<file path="config.mk">
export PLATFORM = sky130hd
export DESIGN_NAME = fetch_ir_unit_flat
export DESIGN_NICKNAME = d
export VERILOG_FILES = /design/src/rtl/fetch_ir_if.sv /design/src/rtl/fetch_ir_unit.sv /design/src/flat_wrapper.sv
export SDC_FILE = /design/constraint.sdc
export NUM_CORES = 1
export LEC_CHECK = 0
export ABC_CLOCK_PERIOD_IN_PS = 2300
export BUFFER_PORTS_ARGS = -buffer_cell sky130_fd_sc_hd__clkbuf_2
export CORE_ASPECT_RATIO = 1.4
export CORE_MARGIN = 2
export CORE_UTILIZATION = 25
export CTS_BUF_LIST = sky130_fd_sc_hd__clkbuf_4 sky130_fd_sc_hd__clkbuf_8
export DETAILED_ROUTE_END_ITERATION = 10
export PLACE_DENSITY_LB_ADDON = 0.08
export RECOVER_POWER = 100
export SYNTH_ARGS = -nofsm -noshare
export SYNTH_HDL_FRONTEND = slang
export SYNTH_SLANG_ARGS = --single-unit
</file>
<file path="constraint.sdc">
create_clock -name clk -period 2.3 [get_ports clk]
set_input_delay 0.46 -clock clk [delete_from_list [all_inputs] [get_ports clk]]
set_output_delay 0.46 -clock clk [all_outputs]
set_load 0.05 [all_outputs]
</file>
<file path="src/rtl/fetch_ir_if.sv">
// Instruction-memory read channel between the fetch/IR stage (master) and memory (slave).
interface fetch_ir_if;
  logic        mem_req;
  logic [31:0] mem_addr;
  logic [31:0] mem_rdata;
  logic        mem_ack;

  modport master (output mem_req, output mem_addr, input mem_rdata, input mem_ack);
  modport slave  (input mem_req, input mem_addr, output mem_rdata, output mem_ack);
endinterface

</file>
<file path="src/rtl/fetch_ir_unit.sv">
// Multicycle MIPS fetch / instruction-register stage: PC register, instruction-memory
// read handshake with timeout, IR latch and field decode.
//
// state  | meaning
// S_IDLE | no fetch outstanding; ir_write launches a read at the current pc
// S_WAIT | read outstanding; waiting for mem_ack or timeout, stall asserted
module fetch_ir_unit #(
  parameter logic [31:0] RESET_PC = 32'h0000_0000,
  parameter int          TIMEOUT  = 16
) (
  input  logic              clk,
  input  logic              rst,
  fetch_ir_if.master        mem,
  input  logic              i_ir_write,
  input  logic              i_pc_write,
  input  logic              i_pc_write_cond,
  input  logic [1:0]        i_pc_src,
  input  logic              i_alu_zero,
  input  logic [31:0]       i_alu_result,
  input  logic [31:0]       i_alu_out,
  output logic [31:0]       o_pc,
  output logic [31:0]       o_ir,
  output logic [5:0]        o_opcode,
  output logic [4:0]        o_rs,
  output logic [4:0]        o_rt,
  output logic [4:0]        o_rd,
  output logic [5:0]        o_funct,
  output logic [15:0]       o_imm16,
  output logic              o_ir_valid,
  output logic              o_stall,
  output logic              o_bus_err
);

  typedef enum logic {S_IDLE, S_WAIT} state_t;

  localparam logic [7:0] CNT_LAST = 8'(TIMEOUT - 1);

  state_t      r_state;
  logic [7:0]  r_cnt;
  logic [31:0] r_pc;
  logic [31:0] r_ir;
  logic [31:0] r_mem_addr;
  logic        r_mem_req;
  logic        r_ir_valid;
  logic        r_bus_err;

  logic        w_load;
  logic [31:0] w_pc_next;

  assign w_load = i_pc_write | (i_pc_write_cond & i_alu_zero);

  // Jump target is built from the IR as registered now, not the value arriving this cycle.
  always_comb begin
    w_pc_next = r_pc;
    case (i_pc_src)
      2'd0:    w_pc_next = i_alu_result;
      2'd1:    w_pc_next = i_alu_out;
      2'd2:    w_pc_next = {r_pc[31:28], r_ir[25:0], 2'b00};
      default: w_pc_next = r_pc;
    endcase
  end

  always_ff @(posedge clk) begin
    if (rst) begin
      r_pc <= RESET_PC;
    end else if (w_load) begin
      r_pc <= w_pc_next;
    end
  end

  always_ff @(posedge clk) begin
    if (rst) begin
      r_state    <= S_IDLE;
      r_cnt      <= 8'd0;
      r_ir       <= 32'd0;
      r_mem_addr <= 32'd0;
      r_mem_req  <= 1'b0;
      r_ir_valid <= 1'b0;
      r_bus_err  <= 1'b0;
    end else begin
      r_ir_valid <= 1'b0;
      case (r_state)
        S_IDLE: begin
          if (i_ir_write) begin
            r_mem_addr <= r_pc;
            r_mem_req  <= 1'b1;
            r_cnt      <= 8'd0;
            r_state    <= S_WAIT;
          end
        end
        S_WAIT: begin
          // Ack is checked first so it wins over a coincident timeout.
          if (mem.mem_ack) begin
            r_ir       <= mem.mem_rdata;
            r_ir_valid <= 1'b1;
            r_mem_req  <= 1'b0;
            r_state    <= S_IDLE;
          end else if (r_cnt == CNT_LAST) begin
            r_ir      <= 32'd0;
            r_bus_err <= 1'b1;
            r_mem_req <= 1'b0;
            r_state   <= S_IDLE;
          end else begin
            r_cnt <= r_cnt + 8'd1;
          end
        end
        default: r_state <= S_IDLE;
      endcase
    end
  end

  assign mem.mem_req  = r_mem_req;
  assign mem.mem_addr = r_mem_addr;

  assign o_pc       = r_pc;
  assign o_ir       = r_ir;
  assign o_opcode   = r_ir[31:26];
  assign o_rs       = r_ir[25:21];
  assign o_rt       = r_ir[20:16];
  assign o_rd       = r_ir[15:11];
  assign o_funct    = r_ir[5:0];
  assign o_imm16    = r_ir[15:0];
  assign o_ir_valid = r_ir_valid;
  assign o_stall    = (r_state == S_WAIT);
  assign o_bus_err  = r_bus_err;

endmodule
</file>
<file path="src/flat_wrapper.sv">
// flat-port wrapper written by rule: the top's interface ports become plain ports
module fetch_ir_unit_flat 
#(
  parameter logic [31:0] RESET_PC = 32'h0000_0000,
  parameter int          TIMEOUT  = 16
)
  (clk, rst, i_ir_write, i_pc_write, i_pc_write_cond, i_pc_src, i_alu_zero, i_alu_result, i_alu_out, o_pc, o_ir, o_opcode, o_rs, o_rt, o_rd, o_funct, o_imm16, o_ir_valid, o_stall, o_bus_err, mem_mem_req, mem_mem_addr, mem_mem_rdata, mem_mem_ack);
  fetch_ir_if mem_i ();
  input  logic clk;
  input  logic rst;
  input  logic i_ir_write;
  input  logic i_pc_write;
  input  logic i_pc_write_cond;
  input  logic [1:0] i_pc_src;
  input  logic i_alu_zero;
  input  logic [31:0] i_alu_result;
  input  logic [31:0] i_alu_out;
  output logic [31:0] o_pc;
  output logic [31:0] o_ir;
  output logic [5:0] o_opcode;
  output logic [4:0] o_rs;
  output logic [4:0] o_rt;
  output logic [4:0] o_rd;
  output logic [5:0] o_funct;
  output logic [15:0] o_imm16;
  output logic o_ir_valid;
  output logic o_stall;
  output logic o_bus_err;
  output wire logic [$bits(mem_i.mem_req)-1:0] mem_mem_req;
  output wire logic [$bits(mem_i.mem_addr)-1:0] mem_mem_addr;
  input wire logic [$bits(mem_i.mem_rdata)-1:0] mem_mem_rdata;
  input wire logic [$bits(mem_i.mem_ack)-1:0] mem_mem_ack;
  assign mem_mem_req = mem_i.mem_req;
  assign mem_mem_addr = mem_i.mem_addr;
  assign mem_i.mem_rdata = mem_mem_rdata;
  assign mem_i.mem_ack = mem_mem_ack;
  fetch_ir_unit #(.RESET_PC(RESET_PC), .TIMEOUT(TIMEOUT)) u_core (.clk(clk), .rst(rst), .mem(mem_i), .i_ir_write(i_ir_write), .i_pc_write(i_pc_write), .i_pc_write_cond(i_pc_write_cond), .i_pc_src(i_pc_src), .i_alu_zero(i_alu_zero), .i_alu_result(i_alu_result), .i_alu_out(i_alu_out), .o_pc(o_pc), .o_ir(o_ir), .o_opcode(o_opcode), .o_rs(o_rs), .o_rt(o_rt), .o_rd(o_rd), .o_funct(o_funct), .o_imm16(o_imm16), .o_ir_valid(o_ir_valid), .o_stall(o_stall), .o_bus_err(o_bus_err));
endmodule
</file>
== Word level (Yosys, flattened, before mapping) ==
Cells that the tools add are included.
Storage, ports and cells
  latch bits: 0
  logic and storage cells: 50
  output and inout port bits: 143
  memory bits (read-only): 0
  bits in registers: 108
  bits in writable memories: 0
  memories kept: 0
Operators by class
  order comparisons: 0
  divide/modulo/power cells: 0
  add/subtract/negate cells: 1
  $mul: 0
  shift operators: 0
  equal/unequal tests: 7
  multiplexer cells: 16
  bitwise gates (word level): 5
  reduce and logical (&&, ||, !) cells: 12
Operators by type and width (number)
  32-bit one-hot mux with 3 select lines: 1
  32-bit two-way mux: 2
  8-bit two-way mux: 3
  8-bit one-hot mux with 2 select lines: 1
  3-bit AND reduction: 3
  8-bit by 1-bit adder with 8-bit output (second input constant): 1
  8-bit by 4-bit == test with 1-bit output (second input constant): 1
  2-bit AND reduction: 4
  1-bit two-way mux: 7
  2-bit inequality test (second input constant): 3
  1-bit one-hot mux with 2 select lines: 2
  2-bit nonzero test: 2
  3-bit inequality test (second input constant): 1
  1-bit NOT: 3
  3-bit nonzero test: 1
  2-bit by 1-bit == test with 1-bit output (second input constant): 1
  2-bit == test (second input constant): 1
  2-bit zero test: 1
  2-bit OR reduction: 1
  1-bit bitwise AND: 1
  1-bit OR: 1

== Logic depth before layout (Yosys ltp) ==
  word-level depth: 4
  gate-level depth with buffers: 8

== Worst setup path before layout ==
No wires, ideal clock.
  path type: input port to flip-flop
  from: input port i_pc_src[0]
  to: register u_core.r_pc[17], in the netlist u_core.o_pc[17]
  arrival: 1.763 ns
  setup time: 0.065 ns
  data required time: 2.235 ns
  buffers on the path: 2
  stages on the path: 8
  path slack: 0.472 ns
  cell sequence: inv_1 -> ha_1 -> buf_2 -> buf_1 -> a22oi_1 -> a2111oi_0 -> a21oi_1 -> nor2_1
Between the ends
  longest elaborated chain between the ends: 3
  elaborated cells on any way between the ends: 6
  classes of those cells: eq/ne: 2; mux: 1; reduce/logical: 3
RTL lines
  from (decl): RTL line flat_wrapper.sv:14  | input logic [1:0] i_pc_src;
  2-bit by 1-bit == test with 1-bit output, or another cell as far along: RTL line fetch_ir_unit.sv:55  | case (i_pc_src)
  3-bit nonzero test (no line)
  2-bit AND reduction (no line)
  to (signal assigned): RTL line fetch_ir_unit.sv:67  | r_pc <= w_pc_next;
  to (decl): RTL line fetch_ir_unit.sv:40  | logic [31:0] r_pc;
Several ways; a longest one is shown, not always the timed one.
A chain may end at the register's enable or synchronous reset.

== Worst setup path after layout ==
  from: register u_core.r_cnt[0]
  to: register u_core.r_ir[31], in the netlist u_core.o_ir[31]
Between the ends
  longest elaborated chain between the ends: 3
RTL lines
  from (decl): RTL line fetch_ir_unit.sv:39  | logic [7:0] r_cnt;
  from (signal assigned): RTL line fetch_ir_unit.sv:104  | r_cnt <= r_cnt + 8'd1;
  8-bit by 4-bit == test with 1-bit output: RTL line fetch_ir_unit.sv:98  | end else if (r_cnt == CNT_LAST) begin
  2-bit nonzero test (no line)
  2-bit AND reduction (no line)
  to (signal assigned): RTL line fetch_ir_unit.sv:94  | r_ir <= mem.mem_rdata;
  to (decl): RTL line fetch_ir_unit.sv:41  | logic [31:0] r_ir;
No other way between the ends.

==> flow_summary.json <==
{
  "outcome": "complete, no violations",
  "via_per_inst": 4.619,
  "cts_buffers": 9,
  "synth_edf_count": 0,
  "gp_congestion": 0.7797,
  "clockBufferDepth": 2,
  "cts_resized": 0,
  "setup_slack_ns": 0.2615,
  "core_um2": 18530,
  "cp_slowest_cell": "a21oi_4",
  "post-route-period-util": 0.8863,
  "synth_top_area_frac": 0.4601,
  "cp_max_fo": 33,
  "drive_gt1_frac": 0.1953,
  "seq_area_frac_synth": 0.4601,
  "critical_path_class": "flip-flop to flip-flop",
  "gr-total-overflow": 0,
  "powerDensity_nw_per_um2": 711.6,
  "layout_common_cells": "145 x clkbuf_1, 108 x dfxtp_1, 106 x clkbuf_2",
  "max_freq_mhz": 490.6,
  "io_buffers": 247,
  "end_kind": "flip-flop",
  "leakage_nw": 2.178,
  "cts_htree_levels": 3,
  "grt_pass1_wl_mm": 24.27,
  "syn_avg_cell_area_um2": 8.735,
  "num_rows": 59,
  "wire_per_inst_um": 16.46,
  "grt_max_degree": 61,
  "clkLatencyLatePin_ns": 0.38,
  "async_flop_share": 0,
  "synth_cells": 538,
  "postCtsSetupRepairBufs": 0,
  "pre_cts_ws_ns": 0.06098,
  "grt_antenna_before_repair": 0,
  "critPathMaxStageDelay_ns": 0.78,
  "post_dp_cell_area_um2": 5854,
  "dpl.hpwl_mm": 11.99,
  "first_global_vias": 4273,
  "path_cells": "ha_1 > nand3_2 > o21bai_1 > a21oi_4 > a22o_1",
  "clock-skew-final_ns": 0.006594,
  "tightest_slew_ns": 1.279,
  "vias": 4485,
  "start_util": 0.2536,
  "drc_errors": 0,
  "antennaDiodeCount": 0,
  "grt.total_usage": 0.1559,
  "cp.arrival_ns": 2.37,
  "max_cap_viol_count": 0,
  "start_kind": "flip-flop",
  "nNetsFinal": 832,
  "slew_headroom": 0.1474,
  "place_inst": 955,
  "finalMaxSlewViolations": 0,
  "finalCriticalPeriod_ns": 2.038,
  "synth.distinct_cells": 40,
  "synthesis.area_um2": 4700,
  "yosysTopAreaCell": "dfxtp_1",
  "hold_buffers": 0,
  "tns_ns": 0,
  "antenna_left": 0,
  "die_area_um2": 19930,
  "root_buffer": "clkbuf_8",
  "cts_tree": "yes",
  "clkSinkCount": 108,
  "dieWidth_um": 119.9,
  "hold_viol_final": 0,
  "synth_area_leaders": "dfxtp_1 46%, buf_4 6.9%, a21oi_1 6.8%",
  "drtIter0Drc": 284,
  "io_pins": 248,
  "die_y_um": 166.2,
  "routed_wl_mm": 15.98,
  "synthFlopType": "dfxtp_1",
  "worstHoldPathType": "input port to flip-flop",
  "clk_pin_slew_ns": 0.11,
  "final_cell_area_um2": 5837,
  "yosys_warnings": 0,
  "stdcell_count": 971,
  "final_common_cell": "clkbuf_1",
  "syn_to_final_growth_pct": 24.20,
  "syn_nets": 648,
  "firstDrtPassIters": 4,
  "rsz0062_at_grt": "false",
  "ys_seq_elements": 108,
  "final-setup-viol-count": 0,
  "cp.required_ns": 2.64,
  "ir_drop_mv": 0.1918
}
-- flip-flops by register name, indices dropped and copies added (netlist names) --
name / cells
u_core.mem.mem_req: 1
u_core.o_ir: 32
u_core.o_stall: 1
u_core.r_cnt: 8
u_core.o_ir_valid: 1
u_core.o_bus_err: 1
u_core.mem.mem_addr: 32
u_core.o_pc: 32
-- synthesized netlist by cell type, types with 2 or more instances --
library cell / count
ha_1: 5
a21oi_1: 64
inv_1: 5
a2111oi_0: 26
buf_4: 43
nand2_1: 68
nor2_1: 62
buf_2: 10
a311oi_1: 6
clkbuf_1: 28
o21ai_0: 2
dfxtp_1: 108
a22o_1: 32
buf_6: 5
buf_1: 3
o2111ai_1: 3
nor3_1: 3
o31ai_1: 2
nand2b_1: 6
nand3_1: 8
nor2b_1: 4
o41ai_1: 2
a22oi_1: 26
-- worst paths after layout --
check | startpoint | endpoint | slack (ns) | depth (start not counted)
min | mem_mem_rdata[25] | u_core.o_ir[25]$_SDFFE_PP0P_ | 0.28 | 2
min reg2reg | u_core.mem.mem_addr[27]$_SDFFE_PP0P_ | u_core.mem.mem_addr[27]$_SDFFE_PP0P_ | 0.46 | 2
max reg2reg | u_core.r_cnt[0]$_SDFFE_PP0P_ | u_core.o_ir[31]$_SDFFE_PP0P_ | 0.26 | 5
max | u_core.r_cnt[0]$_SDFFE_PP0P_ | u_core.o_ir[31]$_SDFFE_PP0P_ | 0.26 | 5
-- worst max-delay path, delay by kind of cell (launching register included) --
kind | cells | cell delay (ns)
simple gates | 1 | 0.18
fa+ha+maj | 1 | 0.23
compound gates | 3 | 1.19
flops | 1 | 0.37
-- per-stage QoR --
step / hold WS, ns / total power, mW / utilization
2_1_floorplan: 0.4427 / 2.803 / -
3_3_place_gp: 0.4424 / 3.097 / 0.3160
3_5_place_dp: 0.4466 / 3.104 / 0.3160
4_1_cts: 0.2528 / 4.261 / 0.3260
5_1_grt: 0.2562 / 4.376 / 0.3150
6_report: 0.2756 / 4.153 / 0.3150
-- power breakdown --
group | switching (mW) | total (mW) | internal (mW)
clock network | 0.705 | 1.14 | 0.434
registers | 0.0858 | 2.05 | 1.96
logic | 0.728 | 0.969 | 0.241
total | 1.52 | 4.15 | 2.63
-- metal layers --
layer | global-route usage | up-vias | part of all wire
met1 | 0.1985 | 2091 | 0.44
met5 | 0 | - | 0
met3 | 0.02438 | 12 | 0.045
met4 | 0.05678 | 0 | 0.014
met2 | 0.2646 | 135 | 0.50
li1 | - | 2247 | -
-- final cells by class --
type | count | area, µm²
clock inverter | 6 | 47.55
sequential | 108 | 2162
fill | 2089 | 12690
multi-input combinational | 336 | 1971
inverter | 5 | 18.77
clock buffer | 10 | 137.6
tap | 244 | 305.3
timing repair buffer | 262 | 1195
-- kinds of logic after synthesis --
| family | Yosys count | share of synthesized area |
|---|---|---|
| fa+ha+maj | 5 | 0.01331 |
| xor+xnor | 1 | 0.001864 |
| simple gates | 160 | 0.1438 |
| buf+inv | 94 | 0.1201 |
| flops | 108 | 0.4601 |
| compound gates | 170 | 0.2609 |
No activity file was read; power rests on OpenSTA's default activity.
